$ cat config.mk
export PLATFORM = sky130hd
export DESIGN_NAME = posit_encode_accum_es3
export DESIGN_NICKNAME = d
export VERILOG_FILES = /design/src/rtl/posit_encode_accum_es3.sv
export SDC_FILE = /design/constraint.sdc
export NUM_CORES = 1
export LEC_CHECK = 0
export BUFFER_PORTS_ARGS = -buffer_cell sky130_fd_sc_hd__buf_2
export CAP_MARGIN = 5
export CORE_MARGIN = 2
export CORE_UTILIZATION = 58
export CTS_BUF_LIST = sky130_fd_sc_hd__clkbuf_2
export CTS_CLUSTER_DIAMETER = 150
export CTS_CLUSTER_SIZE = 25
export DETAILED_ROUTE_END_ITERATION = 8
export PLACE_DENSITY = 0.85
export SLEW_MARGIN = 15
export SYNTH_ARGS = -nofsm -noshare
export SYNTH_HDL_FRONTEND = slang
export SYNTH_SLANG_ARGS = --single-unit
$ cat constraint.sdc
create_clock -name clk -period 6.55 [get_ports clk]
set_clock_uncertainty 0.05 [all_clocks]
set_input_delay 0.655 -clock clk [delete_from_list [all_inputs] [get_ports clk]]
set_output_delay 0.655 -clock clk [all_outputs]
set_load 0.02 [all_outputs]
$ cat src/rtl/posit_encode_accum_es3.sv
// posit_encode_accum_es3
//   Three-stage encoder from an accumulator-style (sign, zero, inf, scale,
//   fraction) word to an NBITS-wide posit with ES exponent bits.
//     S1: split scale into regime run length and exponent, detect clamping
//     S2: pack regime/exponent/fraction into the magnitude field and round
//     S3: apply sign (two's complement) and special values, output register
//   The whole pipeline advances together whenever the output register is
//   empty or being drained, so a stall freezes every stage in place.
//
//   Optional feature macro: POSIT_ENCODE_RNE_EN
//     defined   -> round-to-nearest-even (guard bit + sticky OR of the rest)
//     undefined -> truncate discarded bits toward zero (minpos floor kept)
//
// Ports
//   clk          rising-edge clock
//   reset        synchronous active-high reset
//   in_valid     input word valid
//   in_ready     block accepts an input word this cycle
//   in_sign      input sign
//   in_zero      input is zero
//   in_inf       input is infinity / NaR (wins over in_zero)
//   in_scale     signed scale, k*2^ES + e
//   in_fraction  fraction bits below the hidden one, MSB weight 2^-1
//   out_valid    out_posit/out_sat hold a result
//   out_ready    downstream accepts the result
//   out_posit    encoded posit
//   out_sat      magnitude was clamped to maxpos/minpos
module posit_encode_accum_es3 #(
    parameter int NBITS  = 32,
    parameter int ES     = 3,
    parameter int FRAC_W = 28
) (
    input  logic              clk,
    input  logic              reset,
    input  logic              in_valid,
    output logic              in_ready,
    input  logic              in_sign,
    input  logic              in_zero,
    input  logic              in_inf,
    input  logic [8:0]        in_scale,
    input  logic [FRAC_W-1:0] in_fraction,
    output logic              out_valid,
    input  logic              out_ready,
    output logic [NBITS-1:0]  out_posit,
    output logic              out_sat
);

    localparam int MAG_W   = NBITS - 1;
    localparam int TAIL_W  = 1 + ES + FRAC_W;      // regime terminator + exponent + fraction
    localparam int SHIFT_W = NBITS + TAIL_W;       // room for the longest run plus the tail
    localparam int RUN_W   = $clog2(NBITS) + 1;
    localparam int SAT_LIM = (NBITS - 2) << ES;    // largest |scale| that still fits
`ifdef POSIT_ENCODE_RNE_EN
    localparam int KEEP_W  = SHIFT_W;              // keep discarded bits for guard/sticky
`else
    localparam int KEEP_W  = MAG_W;                // truncation only needs the kept field
`endif
    localparam logic [MAG_W-1:0] MAXPOS = '1;
    localparam logic [MAG_W-1:0] MINPOS = MAG_W'(1);

    // One enable for the whole pipe: move when the output slot is free or draining.
    logic advance;
    assign advance  = ~out_valid | out_ready;
    assign in_ready = reset | advance;

    // ---------------- S1: regime / exponent split, clamp detect ----------------
    int               scale_i;
    int               k_i;
    logic [RUN_W-1:0] run_c;

    // NOTE: every variable in a combinational block gets a value on every path
    // (defaults first), otherwise synthesis infers a latch.
    always_comb begin
        scale_i = int'($signed(in_scale));
        k_i     = scale_i >>> ES;
        // k>=0: k+1 ones then a zero; k<0: -k zeros then a one.
        run_c   = (k_i < 0) ? RUN_W'(-k_i) : RUN_W'(k_i + 1);
    end

    logic              s1_valid, s1_sign, s1_zero, s1_inf, s1_sat_hi, s1_sat_lo, s1_neg;
    logic [RUN_W-1:0]  s1_run;
    logic [ES-1:0]     s1_exp;
    logic [FRAC_W-1:0] s1_frac;

    // NOTE: registers use non-blocking assignments so every stage samples the
    // previous stage's old value on the same edge.
    always_ff @(posedge clk) begin
        if (reset)        s1_valid <= 1'b0;
        else if (advance) s1_valid <= in_valid;
    end

    // NOTE: pipeline data registers are not reset; only the valid bits need a
    // known state, and data is ignored while its valid bit is low.
    always_ff @(posedge clk) begin
        if (advance) begin
            s1_sign   <= in_sign;
            s1_zero   <= in_zero;
            s1_inf    <= in_inf;
            s1_sat_hi <= scale_i > SAT_LIM;
            s1_sat_lo <= scale_i < -SAT_LIM;
            s1_neg    <= k_i < 0;
            s1_run    <= run_c;
            s1_exp    <= in_scale[ES-1:0];
            s1_frac   <= in_fraction;
        end
    end

    // ---------------- S2: pack and round ----------------
    logic [KEEP_W-1:0] base, fill, shifted;
    logic [MAG_W-1:0]  window, mag_c;

    always_comb begin
        // Tail starts with the regime terminator; shifting it right by the run
        // length leaves room for the run, which is ones for k>=0 (fill) and
        // zeros for k<0.
        base    = KEEP_W'({s1_neg, s1_exp, s1_frac, {NBITS{1'b0}}} >> (SHIFT_W - KEEP_W));
        fill    = s1_neg ? '0 : ~({KEEP_W{1'b1}} >> s1_run);
        shifted = (base >> s1_run) | fill;
        window  = shifted[KEEP_W-1 -: MAG_W];
        mag_c   = window;
`ifdef POSIT_ENCODE_RNE_EN
        // Guard is the first discarded bit; the increment may carry into the
        // regime, which is a valid posit, but never past maxpos.
        if (shifted[KEEP_W-1-MAG_W] && ((|shifted[KEEP_W-2-MAG_W:0]) || window[0])
            && (window != MAXPOS))
            mag_c = window + MAG_W'(1);
`endif
        if (mag_c == '0)    mag_c = MINPOS;
        if (s1_sat_hi)      mag_c = MAXPOS;
        else if (s1_sat_lo) mag_c = MINPOS;
    end

    logic             s2_valid, s2_sign, s2_zero, s2_inf, s2_sat;
    logic [MAG_W-1:0] s2_mag;

    always_ff @(posedge clk) begin
        if (reset)        s2_valid <= 1'b0;
        else if (advance) s2_valid <= s1_valid;
    end

    always_ff @(posedge clk) begin
        if (advance) begin
            s2_sign <= s1_sign;
            s2_zero <= s1_zero;
            s2_inf  <= s1_inf;
            s2_sat  <= s1_sat_hi | s1_sat_lo;
            s2_mag  <= mag_c;
        end
    end

    // ---------------- S3: sign negate, specials, output register ----------------
    logic [NBITS-1:0] posit_c;
    logic             sat_c;

    always_comb begin
        posit_c = {1'b0, s2_mag};
        if (s2_sign) posit_c = -posit_c;
        if (s2_zero) posit_c = '0;
        if (s2_inf)  posit_c = {1'b1, {MAG_W{1'b0}}};
        sat_c = s2_sat & ~s2_zero & ~s2_inf;
    end

    always_ff @(posedge clk) begin
        if (reset) begin
            out_valid <= 1'b0;
            out_posit <= '0;
            out_sat   <= 1'b0;
        end else if (advance) begin
            out_valid <= s2_valid;
            // Bubbles leave the last result in place rather than loading junk.
            if (s2_valid) begin
                out_posit <= posit_c;
                out_sat   <= sat_c;
            end
        end
    end

endmodule
Yosys cells after proc, flatten, opt, wreduce, memory -nomap -nowiden
Index checks and enable logic that the tools add are counted.
Cells by class
  magnitude comparators: 3
  multiplexer cells: 7
  add/sub/neg operators: 3
  reductions and logical operators: 3
  bitwise gates (word level): 10
  shift operators: 2
Operators by type and width (count)
  $mux W32: 3
  $mux W31: 3
  $neg A31 Y32: 1
  $logic_not A31 Y1: 1
  $not A31 Y31: 1
  $or A31 B31 Y31: 1
  $shr A31 B6 Y31: 1
  $shr A31 B6 Y31 const A: 1
  $gt A9 B9 Y1 const B: 1
  $lt A9 B9 Y1 const B: 1
  $add A6 B2 Y6 const B: 1
  $lt A6 B1 Y1 const B: 1
  $mux W6: 1
  $neg A6 Y6: 1
  $not A1 Y1: 3
  $or A1 B1 Y1: 3
  $reduce_or A3 Y1: 1
  $and A1 B1 Y1: 2
  $reduce_and A2 Y1: 1
Word-level totals
  output and inout port bits: 35
  logic and storage cells: 48
  register bits: 114
  input bits: 44

Logic depth before layout (Yosys ltp)
  depth in word-level cells: 7
  gate-level depth with buffers: 12
  depth with buffers taken out: 9

Worst setup path after synthesis
OpenSTA, ideal clock, no wires.
  kind: input to register
  from: input port out_ready
  to: register out_posit[11]
  arrival time: 4.460 ns
  stages on the path: 7
  library setup time: 0.065 ns
  required time: 6.435 ns
  setup slack: 1.975 ns
  path buffers: 2
  path through: nand2b_1 > clkbuf_1 > nand2_1 > nor3_1 > clkbuf_1 > a22oi_1 > nor2_1
Between the ends
  word-level cells in the longest chain between the ends: 2
RTL lines
  start: declaration: RTL line 43  | input logic out_ready,
  $or A1 B1 Y1: RTL line 63  | assign advance = ~out_valid | out_ready;
  $reduce_and A2 Y1 (no line)
  end signal: assignment: RTL line 172  | out_posit <= posit_c;
  end: declaration: RTL line 44  | output logic [NBITS-1:0] out_posit,
No other way between the ends.
A chain may end at the register's enable or synchronous reset.

Worst setup path in the final report
  from: register s1_run[0]
  to: register s2_mag[0] (data pin)
Between the ends
  word-level cells in the longest chain between the ends: 6
  elaborated cells on any way between the ends: 7
  classes of those cells: shift (2); mux (1); bitwise (2); reduce/logical (2)
RTL lines
  start: declaration: RTL line 81  | logic [RUN_W-1:0] s1_run;
  start signal: assignment: RTL line 102  | s1_run <= run_c;
  $shr A31 B6 Y31: RTL line 117  | fill = s1_neg ? '0 : ~({KEEP_W{1'b1}} >> s1_run);
  $not A31 Y31: RTL line 117
  $mux W31: RTL line 117
  $or A31 B31 Y31 (*): RTL line 118  | shifted = (base >> s1_run) | fill;
  $logic_not A31 Y1: RTL line 128  | if (mag_c == '0) mag_c = MINPOS;
  $reduce_or A3 Y1 (no line)
  end signal: assignment: RTL line 147  | s2_mag <= mag_c;
  end: declaration: RTL line 134  | logic [MAG_W-1:0] s2_mag;
Every way passes the cells marked *; elsewhere a longest branch is shown, timed or not.

==> flow_summary.yaml <==
synth:
  synth_edf_count: 77
  async_flop_share: 0
  synth_area_mm2: 0.00693
  syn_area_per_cell_um2: 10.4
  syn_nets: 715
  postSynthCellCount: 668
  yosys_register_bits: 113
  seq_area_frac_synth: 0.438
  yosys_warnings: 0
  synth_flop_cell: "edfxtp_1"
  synth_cell_types: 67
placement:
  port_buffers: 77
  dp.cells: 847
  place_congestion: 1.02
  hpwl_um: 13200
detailed_routing:
  via_per_inst: 6.57
  postRouteAntennaNets: 0
  dr.pass1.iters: 5
  drt_wl_total_um: 18100
  vias: 5772
  drtIter0Drc: 506
  wl_per_cell_um: 20.6
  drc: 0
critical_path:
  slowest_stage: "edfxtp_1"
  r2r_setup_slack_ns: 2.73
  reg2reg_depth: 8
  arrival_ns: 4.32
  worstSetupPathType: "flop to flop"
  reg2reg_from: "s1_run[0]$_DFFE_PN_"
  rr_endpoint: "s2_mag[0]$_SDFFCE_PP1N_"
  path_common_cell: "mux4_2"
  required_ns: 7.05
  critical_path.startpoint: "s1_run[0]$_DFFE_PN_"
  crit_chain: "buf_4, mux4_2, mux4_2, and2_4, a2111oi_4, nand2_1, or4_1, o21ai_1"
  cpPeakStageDelay_ns: 0.79
  setup.worst_path.end_class: "flop"
  start_kind: "flop"
  cp_max_fo: 23
power:
  leakage_nw: 2.98
  power_switching_mw: 0.700
  p_int_mw: 1.33
  peakVddDrop_mv: 0.221
  power_frac_comb: 0.296
  powerDensity_mw_per_mm2: 266
  p_clk_frac: 0.243
  seq_power_share: 0.461
  swShare: 0.345
layout:
  syn2layout_area_growth_pct: 9.89
  finalNonFillerCells: 879
  antenna_cells: 0
  drive_gt1_frac: 0.232
  post-route-util: 0.659
  nNetsFinal: 770
timing:
  rsz0062_at_grt: "no"
  finalSetupTns_ns: 0
  max_slew.worst_pin.slew_ns: 1.09
  period_minus_slack_ns: 3.82
  fin_crit_sh: 0.583
  fmax_mhz: 262
  setup_violations: 0
  slew_headroom: 0.273
  report.final.hold_viol_count: 0
  slew_violations: 0
clock_tree:
  hold_buffers: 0
  clock_latency_ns: 0.69
  cts.sinks: 113
  cts_resized: 0
  post-cts-setup-buffers: 0
  h-tree-depth: 4
  clockBufferDepth: 2
  cts_tree: "done"
  cts_root_buf: "clkbuf_2"
  clk_pin_slew_worst_paths_ns: 0.18
  cts_made_buffers: 17
run:
  maxCapViolCount: 0
hold_path:
  hp-class: "primary input to flop"
  min_to: "s1_frac[22]$_DFFE_PN_"
  min-delay-start: "in_fraction[22]"
  hold_depth: 1
grt:
  grt_start_max_net_pins: 86
  antenna_found_initial: 0
  grt_pass1_wl_um: 28700
  grt_pass1_vias: 5464
  grt.total_usage: 0.292
  overflow: 0
floorplan:
  die_w_um: 113
  dieArea_mm2: 0.0128
  core_area_mm2: 0.0116
  die_y_um: 113
  row_count: 39
  boundaryPins: 79
  start_util: 0.599
status:
  status: "finished clean"
flip-flops by register name (all words and copies together), names as in the netlist:
signal and cells:
s1_neg 1, s1_inf 1, s1_sat_lo 1, out_posit 32, s1_run 6, s2_sat 1
s2_mag 31, s1_zero 1, s2_valid 1, s2_inf 1, s1_sign 1, s1_frac 27
s1_exp 3, s2_sign 1, out_valid 1, out_sat 1, s1_sat_hi 1, s1_valid 1
s2_zero 1
power by group through the flow:
| stage | logic [mW] | clock network (mW) | registers [mW] |
|---|---|---|---|
| 2_1_floorplan | 0.442 | 0 | 0.930 |
| 3_3_place_gp | 0.582 | 0 | 0.940 |
| 3_5_place_dp | 0.586 | 0 | 0.948 |
| 4_1_cts | 0.590 | 0.502 | 0.932 |
| 5_1_grt | 0.648 | 0.531 | 0.944 |
| 6_report | 0.600 | 0.493 | 0.934 |
kinds of logic (layout without fill, tap and decap cells):
kind of cell,after synthesis,in the layout,share of synthesized area
compound gates,197,197,0.203
simple gates,192,192,0.137
flops,113,113,0.438
mux,67,67,0.136
buf+inv,63,131,0.0386
xor+xnor,33,33,0.0417
fa+ha+maj,3,3,0.00542
worst max-delay path: cells and delay by family (launching register included):
| kind | cells | cell delay, ns |
|---|---|---|
| AOI/OAI and AO/OA | 2 | 0.55 |
| muxes | 2 | 1.10 |
| and+or+nand+nor | 3 | 0.74 |
| buffers and inverters | 1 | 0.45 |
| DFF | 1 | 0.79 |
cells in the mapped netlist, drive strengths merged, types with 7 or more instances:
library cell	n	area [µm²]
nor2	64	240
a21oi	38	190
inv	10	37.5
a21o	9	67.6
mux2	20	225
o21bai	22	165
clkbuf	34	128
nand2	35	131
nor2b	8	50.1
nor3	16	80.1
or4	7	52.6
nand2b	15	93.8
xnor2	22	193
o21ai	19	95.1
or2	7	43.8
mux4	20	450
or3	9	56.3
mux2i	27	270
o22ai	12	75.1
o31ai	11	82.6
xor2	11	96.3
a22oi	16	120
edfxtp	77	2310
a211oi	11	82.6
a22o	9	78.8
dfxtp	36	721
buf	19	103
final cells by class:
type | count | area, µm²
multi-input combinational | 492 | 3640
fill | 930 | 3950
timing repair buffer | 89 | 475
sequential | 113 | 3030
clock inverter | 14 | 159
tap | 143 | 179
clock buffer | 18 | 90.1
inverter | 10 | 37.5
cells in the final DEF, fill, tap and decap left out, types with 20 or more instances in the layout:
cell type,Yosys,final
nor2_1,64,64
mux4_2,20,20
o21bai_1,22,22
buf_2,7,77
xnor2_1,22,22
edfxtp_1,77,77
mux2i_1,27,27
dfxtp_1,36,36
nand2_1,35,35
a21oi_1,38,38
metal layers:
metal,up-vias,GRT usage,part of all wire
met5,-,0,0
met4,0,0.172,0.050
met3,60,0.0584,0.062
met2,268,0.474,0.47
met1,2765,0.363,0.41
li1,2679,-,-
worst max path at each step:
| stage | to | slack [ns] | cells after the start |
|---|---|---|---|
| detailed placement | out_posit[27]$_SDFFE_PP0P_ | 2.63 | 7 |
| CTS | s2_mag[0]$_SDFFCE_PP1N_ | 2.72 | 8 |
| global placement | s2_mag[0]$_SDFFCE_PP1N_ | 2.86 | 8 |
| finish | s2_mag[0]$_SDFFCE_PP1N_ | 2.73 | 8 |
| floorplan | out_posit[11]$_SDFFE_PP0P_ | 1.97 | 7 |
| global route | s2_mag[0]$_SDFFCE_PP1N_ | 2.56 | 8 |
through the flow:
step           worst slack [ns]  power [mW]  hold WS (ns)  instance area (µm²)
2_1_floorplan              1.97        1.37         0.350                 6930
3_3_place_gp               2.86        1.52         0.350                 7370
3_5_place_dp               2.63        1.53         0.355                 7370
4_1_cts                    2.72        2.02       0.00760                 7620
5_1_grt                    2.56        2.12       0.00594                 7620
6_report                   2.73        2.03        0.0792                 7620
(Power assumes the default switching activity.)
